`config.mk`:
```
export PLATFORM = sky130hd
export DESIGN_NAME = dir_debouncer
export DESIGN_NICKNAME = d
export VERILOG_FILES = /design/src/rtl/dir_debouncer.sv
export SDC_FILE = /design/constraint.sdc
export NUM_CORES = 1
export LEC_CHECK = 0
export ABC_AREA = 1
export BUFFER_PORTS_ARGS = -buffer_cell sky130_fd_sc_hd__buf_2
export CAP_MARGIN = 15
export CELL_PAD_IN_SITES_DETAIL_PLACEMENT = 1
export CELL_PAD_IN_SITES_GLOBAL_PLACEMENT = 1
export CORE_MARGIN = 1
export CORE_UTILIZATION = 50
export DETAILED_ROUTE_END_ITERATION = 16
export GPL_TIMING_DRIVEN = 0
export PLACE_DENSITY = 0.81
export SLEW_MARGIN = 20
export SYNTH_ARGS = -nofsm -noshare
export SYNTH_HDL_FRONTEND = slang
export SYNTH_SLANG_ARGS = --single-unit
```
`constraint.sdc`:
```
create_clock -name clk -period 7.7 [get_ports clk]
set_input_delay 0.77 -clock clk [delete_from_list [all_inputs] [get_ports clk]]
set_output_delay 0.77 -clock clk [all_outputs]
set_load 0.05 [all_outputs]
```
`src/rtl/dir_debouncer.sv`:
```
// ============================================================================
// Module   : dir_debouncer
// Brief    : Four-button debouncer with priority direction encode and a press
//            pulse; optional auto-repeat of press when DIR_REPEAT_EN is defined.
// Revision : 1.0 - initial release
// ============================================================================
`default_nettype none

module dir_debouncer #(
   parameter int DEBOUNCE_CYCLES = 500000,
   parameter int REPEAT_CYCLES   = 10000000
) (
   input  logic       clk,
   input  logic       rst,
   input  logic       btn_up,
   input  logic       btn_down,
   input  logic       btn_left,
   input  logic       btn_right,
   output logic       up,
   output logic       down,
   output logic       left,
   output logic       right,
   output logic [1:0] dir,
   output logic       dir_valid,
   output logic       press
);

   localparam int c_CNT_W = (DEBOUNCE_CYCLES > 2) ? $clog2(DEBOUNCE_CYCLES) : 1;

   // Bit order throughout: [3]=up, [2]=down, [1]=left, [0]=right
   logic [3:0] w_raw;
   logic [3:0] r_sync1;
   logic [3:0] r_sync2;
   logic [3:0] w_deb;
   logic [3:0] r_deb_prev;
   logic       w_rise;
   logic [1:0] w_dir;
   logic       w_dir_valid;
   logic       r_press;

   assign w_raw = {btn_up, btn_down, btn_left, btn_right};

   always_ff @(posedge clk or posedge rst) begin
      if (rst) begin
         r_sync1 <= 4'b0000;
         r_sync2 <= 4'b0000;
      end else begin
         r_sync1 <= w_raw;
         r_sync2 <= r_sync1;
      end
   end

   for (genvar i = 0; i < 4; i++) begin : g_btn
      logic [c_CNT_W-1:0] r_cnt;
      logic               r_deb;

      always_ff @(posedge clk or posedge rst) begin
         if (rst) begin
            r_cnt <= '0;
            r_deb <= 1'b0;
         end else if (r_sync2[i] == r_deb) begin
            r_cnt <= '0;
         end else if (r_cnt == c_CNT_W'(DEBOUNCE_CYCLES - 1)) begin
            r_cnt <= '0;
            r_deb <= r_sync2[i];
         end else begin
            r_cnt <= r_cnt + 1'b1;
         end
      end

      assign w_deb[i] = r_deb;
   end

   always_comb begin
      w_dir = 2'b00;
      if (w_deb[3])      w_dir = 2'b00;
      else if (w_deb[2]) w_dir = 2'b01;
      else if (w_deb[1]) w_dir = 2'b10;
      else if (w_deb[0]) w_dir = 2'b11;
   end

   assign w_dir_valid = |w_deb;
   assign w_rise      = |(w_deb & ~r_deb_prev);

   always_ff @(posedge clk or posedge rst) begin
      if (rst) r_deb_prev <= 4'b0000;
      else     r_deb_prev <= w_deb;
   end

`ifdef DIR_REPEAT_EN
   localparam int c_RPT_W = (REPEAT_CYCLES > 2) ? $clog2(REPEAT_CYCLES) : 1;

   logic [c_RPT_W-1:0] r_rpt_cnt;
   logic [1:0]         r_dir_prev;

   // Any release-to-idle, new rise or direction change restarts the period
   always_ff @(posedge clk or posedge rst) begin
      if (rst) begin
         r_rpt_cnt  <= '0;
         r_dir_prev <= 2'b00;
         r_press    <= 1'b0;
      end else begin
         r_dir_prev <= w_dir;
         if (!w_dir_valid || w_rise || (w_dir != r_dir_prev)) begin
            r_rpt_cnt <= '0;
            r_press   <= w_rise;
         end else if (r_rpt_cnt == c_RPT_W'(REPEAT_CYCLES - 1)) begin
            r_rpt_cnt <= '0;
            r_press   <= 1'b1;
         end else begin
            r_rpt_cnt <= r_rpt_cnt + 1'b1;
            r_press   <= 1'b0;
         end
      end
   end
`else
   always_ff @(posedge clk or posedge rst) begin
      if (rst) r_press <= 1'b0;
      else     r_press <= w_rise;
   end
`endif

   assign up        = w_deb[3];
   assign down      = w_deb[2];
   assign left      = w_deb[1];
   assign right     = w_deb[0];
   assign dir       = w_dir;
   assign dir_valid = w_dir_valid;
   assign press     = r_press;

endmodule

`default_nettype wire

```
==> results.yml, run 1 <==
outcome:
  status: "finished clean"
final_layout:
  fill_cells: 1298
  fin_util_pct: 56.1
  num-nets-final: 701
  final_area_mm2: 0.00551
  n_antenna_cell: 0
  final_cells: 827
  drive_gt1_share_pct: 10.2
  seq_area_mm2: 0.00233
  area_growth_pct: 8.45
  multi_input_area_mm2: 0.00241
global_route:
  grt_first_pass_wirelength_um: 20600
  grt_max_degree: 72
  grt_usage_pct: 25.5
  antenna_found_initial: 0
  grt_pass1_vias: 4342
  gr-total-overflow: 0
setup_path:
  crit_required_ns: 6.93
  rr_worst_depth: 6
  crit_type: "reg2out"
  critPathCaptureType: "output port"
  path_max_fanout: 6
  critPathLaunchType: "flop"
  cp.arrival_ns: 1.45
place:
  numPortBuffers: 13
  dpl.hpwl_um: 9120
  dp.cells: 813
  place_area_mm2: 0.00534
  place_congestion: 0.853
floorplan:
  core-area_mm2: 0.00982
  io_pins: 14
  core.rowCount: 36
  start_util_pct: 51.7
  dieWidth_um: 103
  die_h_um: 103
  die_area_mm2: 0.0106
synthesis:
  synth_top_cell_area_share_pct: 45.8
  syn_avg_cell_area_um2: 7.62
  synth-async-reset-ratio_pct: 100
  synth_largest_area_cell: "dfrtp_1"
  ys.flop_type: "dfrtp_1"
  synth_top_family_by_area: "simple AND/OR/NAND/NOR gates"
  synth_simple_gate_area_share_pct: 36.1
  synthAdderAreaFrac_pct: 0.986
  synth.net_count: 676
  synth_xor_xnor_area_share_pct: 7.52
  ys_ff_latch: 93
  synthTopCellsByCount: "nor2_1, nand2_1, dfrtp_1"
  synth-compound-area-share_pct: 2.98
  synth_area_leaders: "dfrtp_1, nor2_1, nand2_1"
  yosys_warnings: 0
  syn_inst: 666
  ys_seq_area_share_pct: 45.8
  synth.most_common_cell: "nor2_1"
  ys_types: 26
  synth_edf_count: 0
  synth.area.mux_share_pct: 0
  synth_area_mm2: 0.00508
timing:
  tns_ns: 0
  hold_viol: 0
  holdWs_ns: 0.328
  setup_viol: 0
  relSlewSlack_pct: 75.2
  final_max_slew_viol_count: 0
  finClkSkew_ns: 0.00878
  fmax_mhz: 450
  finalCritPeriodShare_pct: 28.9
  min_period_ns: 2.22
  worst_pin_slew_ns: 0.371
  rsz0062_at_grt: "false"
route:
  wl_per_cell_um: 14.5
  first_pass_iters: 4
  ant_nets: 0
  avgViaCountPerCell: 5.03
  vias: 4157
  drtIter0Drc: 109
  wl_um: 12000
  drc: 0
cts:
  path_clk_slew_ns: 0.09
  clockRootBuffer: "clkbuf_8"
  cts_buffers: 9
  post-cts-setup-buffers: 0
  htreeDepth: 3
  cts_tree: "yes"
  hold_buffers: 0
  cts_buffer_depth: 2
  cts_resized: 0
  cts.sinks: 93
  clk_latency_ns: 0.37
hold_path:
  min_path_type: "in2async"
power_and_ir_drop:
  powerDensity_mw_per_mm2: 152
  p_leak_nw: 2.47
  ir_worst_vdd_uv: 82.6
flow_run:
  cap_violations: 0
-- cells in the final DEF, fill, tap and decap left out, types with 11 or more instances in the layout --
cell type,count
nand2_1,138
nor2_2,11
a21oi_1,12
nand3_1,55
nor2_1,165
inv_1,78
clkbuf_8,11
buf_2,17
dfrtp_1,93
xor2_1,31
-- area by class of cell --
class                   instances  area share [%]
repair buffers                 14            1.68
flip-flops and latches         93            42.3
plain buffers                   6           0.636
multi-input cells             487            43.9
clock buffers                  12            2.82
well taps                     133            3.02
clock inverters                 2           0.182
inverters                      80            5.54
-- flip-flops by register name (all words and copies together) (netlist names) --
name	flops
g_btn.r_cnt	76
r_sync1	4
press	1
down	1
up	1
right	1
r_sync2	4
left	1
r_deb_prev	4
-- kinds of logic after synthesis --
kind of cell	count (synthesis)
flops	93
simple gates	415
xor+xnor	41
fa+ha+maj	4
buf+inv	86
compound gates	27
-- path summary, 6_finish.rpt --
path | slack [ns] | to | start
max | 5.48 | dir_valid | right$_DFFE_PP0P_
min reg2reg | 0.36 | r_sync2[2]$_DFF_PP0_ | r_sync1[2]$_DFF_PP0_
max reg2reg | 6.16 | g_btn[1].r_cnt[8]$_DFF_PP0_ | g_btn[1].r_cnt[0]$_DFF_PP0_
min | 0.33 | g_btn[1].r_cnt[7]$_DFF_PP0_ | rst
min in group clk | 0.36 | r_sync2[2]$_DFF_PP0_ | r_sync1[2]$_DFF_PP0_
max in group asynchronous | 6.75 | g_btn[3].r_cnt[3]$_DFF_PP0_ | rst
-- metal layers --
layer	up-vias	track usage, %	wire length (um)
li1	2100	-	-
met1	2013	32.8	5690
met2	29	44.4	5970
met3	15	3.19	177
met4	0	8.67	190
met5	-	0	0
-- critical path, stage by stage (launching register included) --
cell	delay, ns
dfrtp_1	0.48
nor2_1	0.25
nand3_1	0.12
buf_2	0.23
-- power by group --
part / total [W] / switching (W) / internal, W
clock: 0.000301 / 0.000170 / 0.000131
sequential: 0.000500 / 0.00000542 / 0.000495
combinational: 0.0000355 / 0.0000255 / 0.00000997
total: 0.000837 / 0.000201 / 0.000636
-- per-stage QoR --
stage | worst slack (ns) | power, W
floorplan | 4.51 | 0.000533
global route | 5.41 | 0.000870
CTS | 5.43 | 0.000847
finish | 5.48 | 0.000837
global placement | 3.43 | 0.000542
detailed placement | 5.85 | 0.000547
No activity file was read; power rests on OpenSTA's default activity.
==> run 2: changes to the inputs <==
--- a/config.mk
+++ b/config.mk
@@ -5,16 +5,16 @@
 export SDC_FILE = /design/constraint.sdc
 export NUM_CORES = 1
 export LEC_CHECK = 0
-export ABC_AREA = 1
+export ABC_AREA = 0
 export BUFFER_PORTS_ARGS = -buffer_cell sky130_fd_sc_hd__buf_2
 export CAP_MARGIN = 15
 export CELL_PAD_IN_SITES_DETAIL_PLACEMENT = 1
 export CELL_PAD_IN_SITES_GLOBAL_PLACEMENT = 1
 export CORE_MARGIN = 1
-export CORE_UTILIZATION = 50
+export CORE_UTILIZATION = 44
 export DETAILED_ROUTE_END_ITERATION = 16
 export GPL_TIMING_DRIVEN = 0
-export PLACE_DENSITY = 0.81
+export PLACE_DENSITY = 0.72
 export SLEW_MARGIN = 20
 export SYNTH_ARGS = -nofsm -noshare
 export SYNTH_HDL_FRONTEND = slang
==> constraint.sdc (replaced) <==
create_clock -name clk -period 2 [get_ports clk]
set_input_delay 0.2 -clock clk [delete_from_list [all_inputs] [get_ports clk]]
set_output_delay 0.2 -clock clk [all_outputs]
set_load 0.05 [all_outputs]
==> results.yml, run 2 <==
final_layout:
  largest_register_ffs: 76
  largest-register: "g_btn.r_cnt"
  drive_gt1_share_pct: 23.2
  area_growth_pct: 21.5
  final_common_cell: "dfrtp_1"
  fill_cells: 1015
  mostFrequentLayoutCells: "dfrtp_1, nor2_1, xor2_1"
  final_area_mm2: 0.00528
  num-nets-final: 496
  n_antenna_cell: 0
setup_path:
  crit_chain: "or4_1, or4_4, o21ai_4, buf_4, nor2_1"
  crit_type: "reg2reg"
  reg2reg_slack_ns: -0.06
  crit_required_ns: 2.25
  cpMaxStageDelayCell: "or4_4"
  path_max_fanout: 4
  path_delay_family: "simple AND/OR/NAND/NOR gates"
  cp.arrival_ns: 2.31
  critPathBufInv: 1
  rr_worst_depth: 5
  cpPeakStageDelay_ns: 0.60
  r2r-end: "g_btn[0].r_cnt[3]$_DFF_PP0_"
  crit_start: "g_btn[0].r_cnt[12]$_DFF_PP0_"
  crit-reg2reg-launch: "g_btn[0].r_cnt[12]$_DFF_PP0_"
  crit_end: "g_btn[0].r_cnt[3]$_DFF_PP0_"
  critPathLaunchType: "flop"
  path_depth: 5
  critPathCaptureType: "flop"
outcome:
  violations: "setup timing"
  status: "finished, violations left"
synthesis:
  synth_largest_area_cell: "dfrtp_1"
  synth-compound-area-share_pct: 6.91
  synth.area.mux_share_pct: 1.04
  syn_inst: 423
  ys_ff_latch: 93
  ys_types: 39
  syn_avg_cell_area_um2: 10.3
  synth_edf_count: 0
  yosys_warnings: 0
  synth_simple_gate_area_share_pct: 24.2
  synth_top_cell_area_share_pct: 53.6
  ys_seq_area_share_pct: 53.6
  synthTopCellsByCount: "dfrtp_1, nor2_1, xor2_1"
  synth_area_mm2: 0.00434
  synth.most_common_cell: "dfrtp_1"
  synth_xor_xnor_area_share_pct: 10.5
  synth_top_family_by_area: "simple AND/OR/NAND/NOR gates"
  synth_area_leaders: "dfrtp_1, xor2_1, nor2_1"
  synth.net_count: 433
  ys.flop_type: "dfrtp_1"
  synthAdderAreaFrac_pct: 1.15
  synth-async-reset-ratio_pct: 100
route:
  drc: 0
  drtIter0Drc: 86
  avgViaCountPerCell: 5.48
  first_pass_iters: 4
  wl_per_cell_um: 16.1
  wl_um: 9990
  ant_nets: 0
  vias: 3400
timing:
  setup_viol: 20
  relSlewSlack_pct: 50.8
  worst_pin_slew_ns: 0.737
  finalCritPeriodShare_pct: 103
  fmax_mhz: 485
  setup_slack_ns: -0.0611
  finClkSkew_ns: 0.0140
  hold_viol: 0
  rsz0062_at_grt: "true"
  final_max_slew_viol_count: 0
  holdWs_ns: 0.352
  min_period_ns: 2.06
floorplan:
  dieWidth_um: 101
  core.rowCount: 35
  die_h_um: 101
  io_pins: 14
  start_util_pct: 46.1
  die_area_mm2: 0.0103
  core-area_mm2: 0.00942
cts:
  path_clk_slew_ns: 0.10
  htreeDepth: 3
  cts.sinks: 93
  clockRootBuffer: "clkbuf_8"
  cts_tree: "yes"
  cts_buffers: 9
  cts_buffer_depth: 2
  clk_latency_ns: 0.36
flow_run:
  cap_violations: 0
place:
  place_area_mm2: 0.00462
  numPortBuffers: 13
  dpl.hpwl_um: 6300
  place_congestion: 0.764
global_route:
  grt_first_pass_wirelength_um: 16400
  gr-total-overflow: 0
  grt_usage_pct: 20.7
  antenna_found_initial: 0
  grt_pass1_vias: 3426
  grt_max_degree: 34
power_and_ir_drop:
  p_leak_nw: 2.20
  ir_worst_vdd_uv: 422
  powerDensity_mw_per_mm2: 652
hold_path:
  min_path_type: "reg2reg"
  min-delay-start: "r_sync1[3]$_DFF_PP0_"
==> run 2: cell count changes in the layout (fill, tap and decap cells not counted), sizes merged, moves of 10 or more <==
cell,previous run,this run
and4,0,10
buf,20,55
inv,80,15
nand2,148,25
nand3,57,20
nand4,7,24
nor2,186,64
or3,0,14
or4,0,13
==> run 2: stage by stage <==
stage / cells / setup WS, ns / utilization, % / total power [W] / setup TNS [ns]
after global routing: 620 / -0.105 / 56.0 / 0.00357 / -1.67
after detailed placement: 567 / -0.400 / 49.0 / 0.00210 / -11.67
after floorplan: 423 / 0.00271 / - / 0.00205 / 0
after global placement: 565 / -0.385 / 48.6 / 0.00209 / -9.12
final: 620 / -0.0611 / 56.0 / 0.00344 / -0.962
after CTS: 600 / -0.0928 / 53.3 / 0.00346 / -1.35
==> run 2: worst min-delay path by stage <==
stage	depth (start not counted)	endpoint	slack, ns
finish	0	r_sync2[3]$_DFF_PP0_	0.35
global route	0	r_sync2[1]$_DFF_PP0_	0.36
CTS	0	r_sync2[3]$_DFF_PP0_	0.36
detailed placement	1	r_sync1[3]$_DFF_PP0_	0.31
global placement	1	r_sync1[1]$_DFF_PP0_	0.31
floorplan	0	r_sync1[0]$_DFF_PP0_	0.23
==> run 2: final cells by class <==
class                      count  area (um2)  area share, %
sequential                    93        2330           44.2
multi-input combinational    303        2020           38.3
timing repair buffer          56         437           8.28
tap                          129         161           3.06
clock buffer                  12         155           2.94
clock inverter                 4        55.1           1.04
buffer                         8        55.1           1.04
inverter                      15        60.1           1.14
==> run 2: timing repair <==
item | 4_1_cts | 5_1_grt
hold buffers | 5 | 0
endpoints found under the setup margin | 53 | 51
hold endpoints to repair | 36 | 0
buffers inserted | 11 | 24
resized for setup | 15 | 29
pin swaps | 14 | 7
cloned | 1 | 0
==> run 2: power by group <==
group,total (W),switching [W],internal (W)
Clock,0.00134,0.000682,0.000654
Combinational,0.000168,0.000100,0.0000682
Sequential,0.00193,0.0000280,0.00191
Total,0.00344,0.000810,0.00263
==> run 2: cells by family (layout without fill, tap and decap cells) <==
logic type	count (synthesis)	in the layout
fa+ha+maj	4	4
buf+inv	27	95
compound gates	48	48
xor+xnor	52	52
mux	4	4
simple gates	195	195
flops	93	93
==> run 2: metal layers <==
metal	routed length [um]	GRT usage [%]	vias to the layer above	part of all wire (%)
met1	4550	27.6	1737	46
li1	-	-	1620	-
met2	5110	34.5	33	51
met3	183	2.90	10	1.8
met4	142	7.69	0	1.4
met5	0	0	-	0
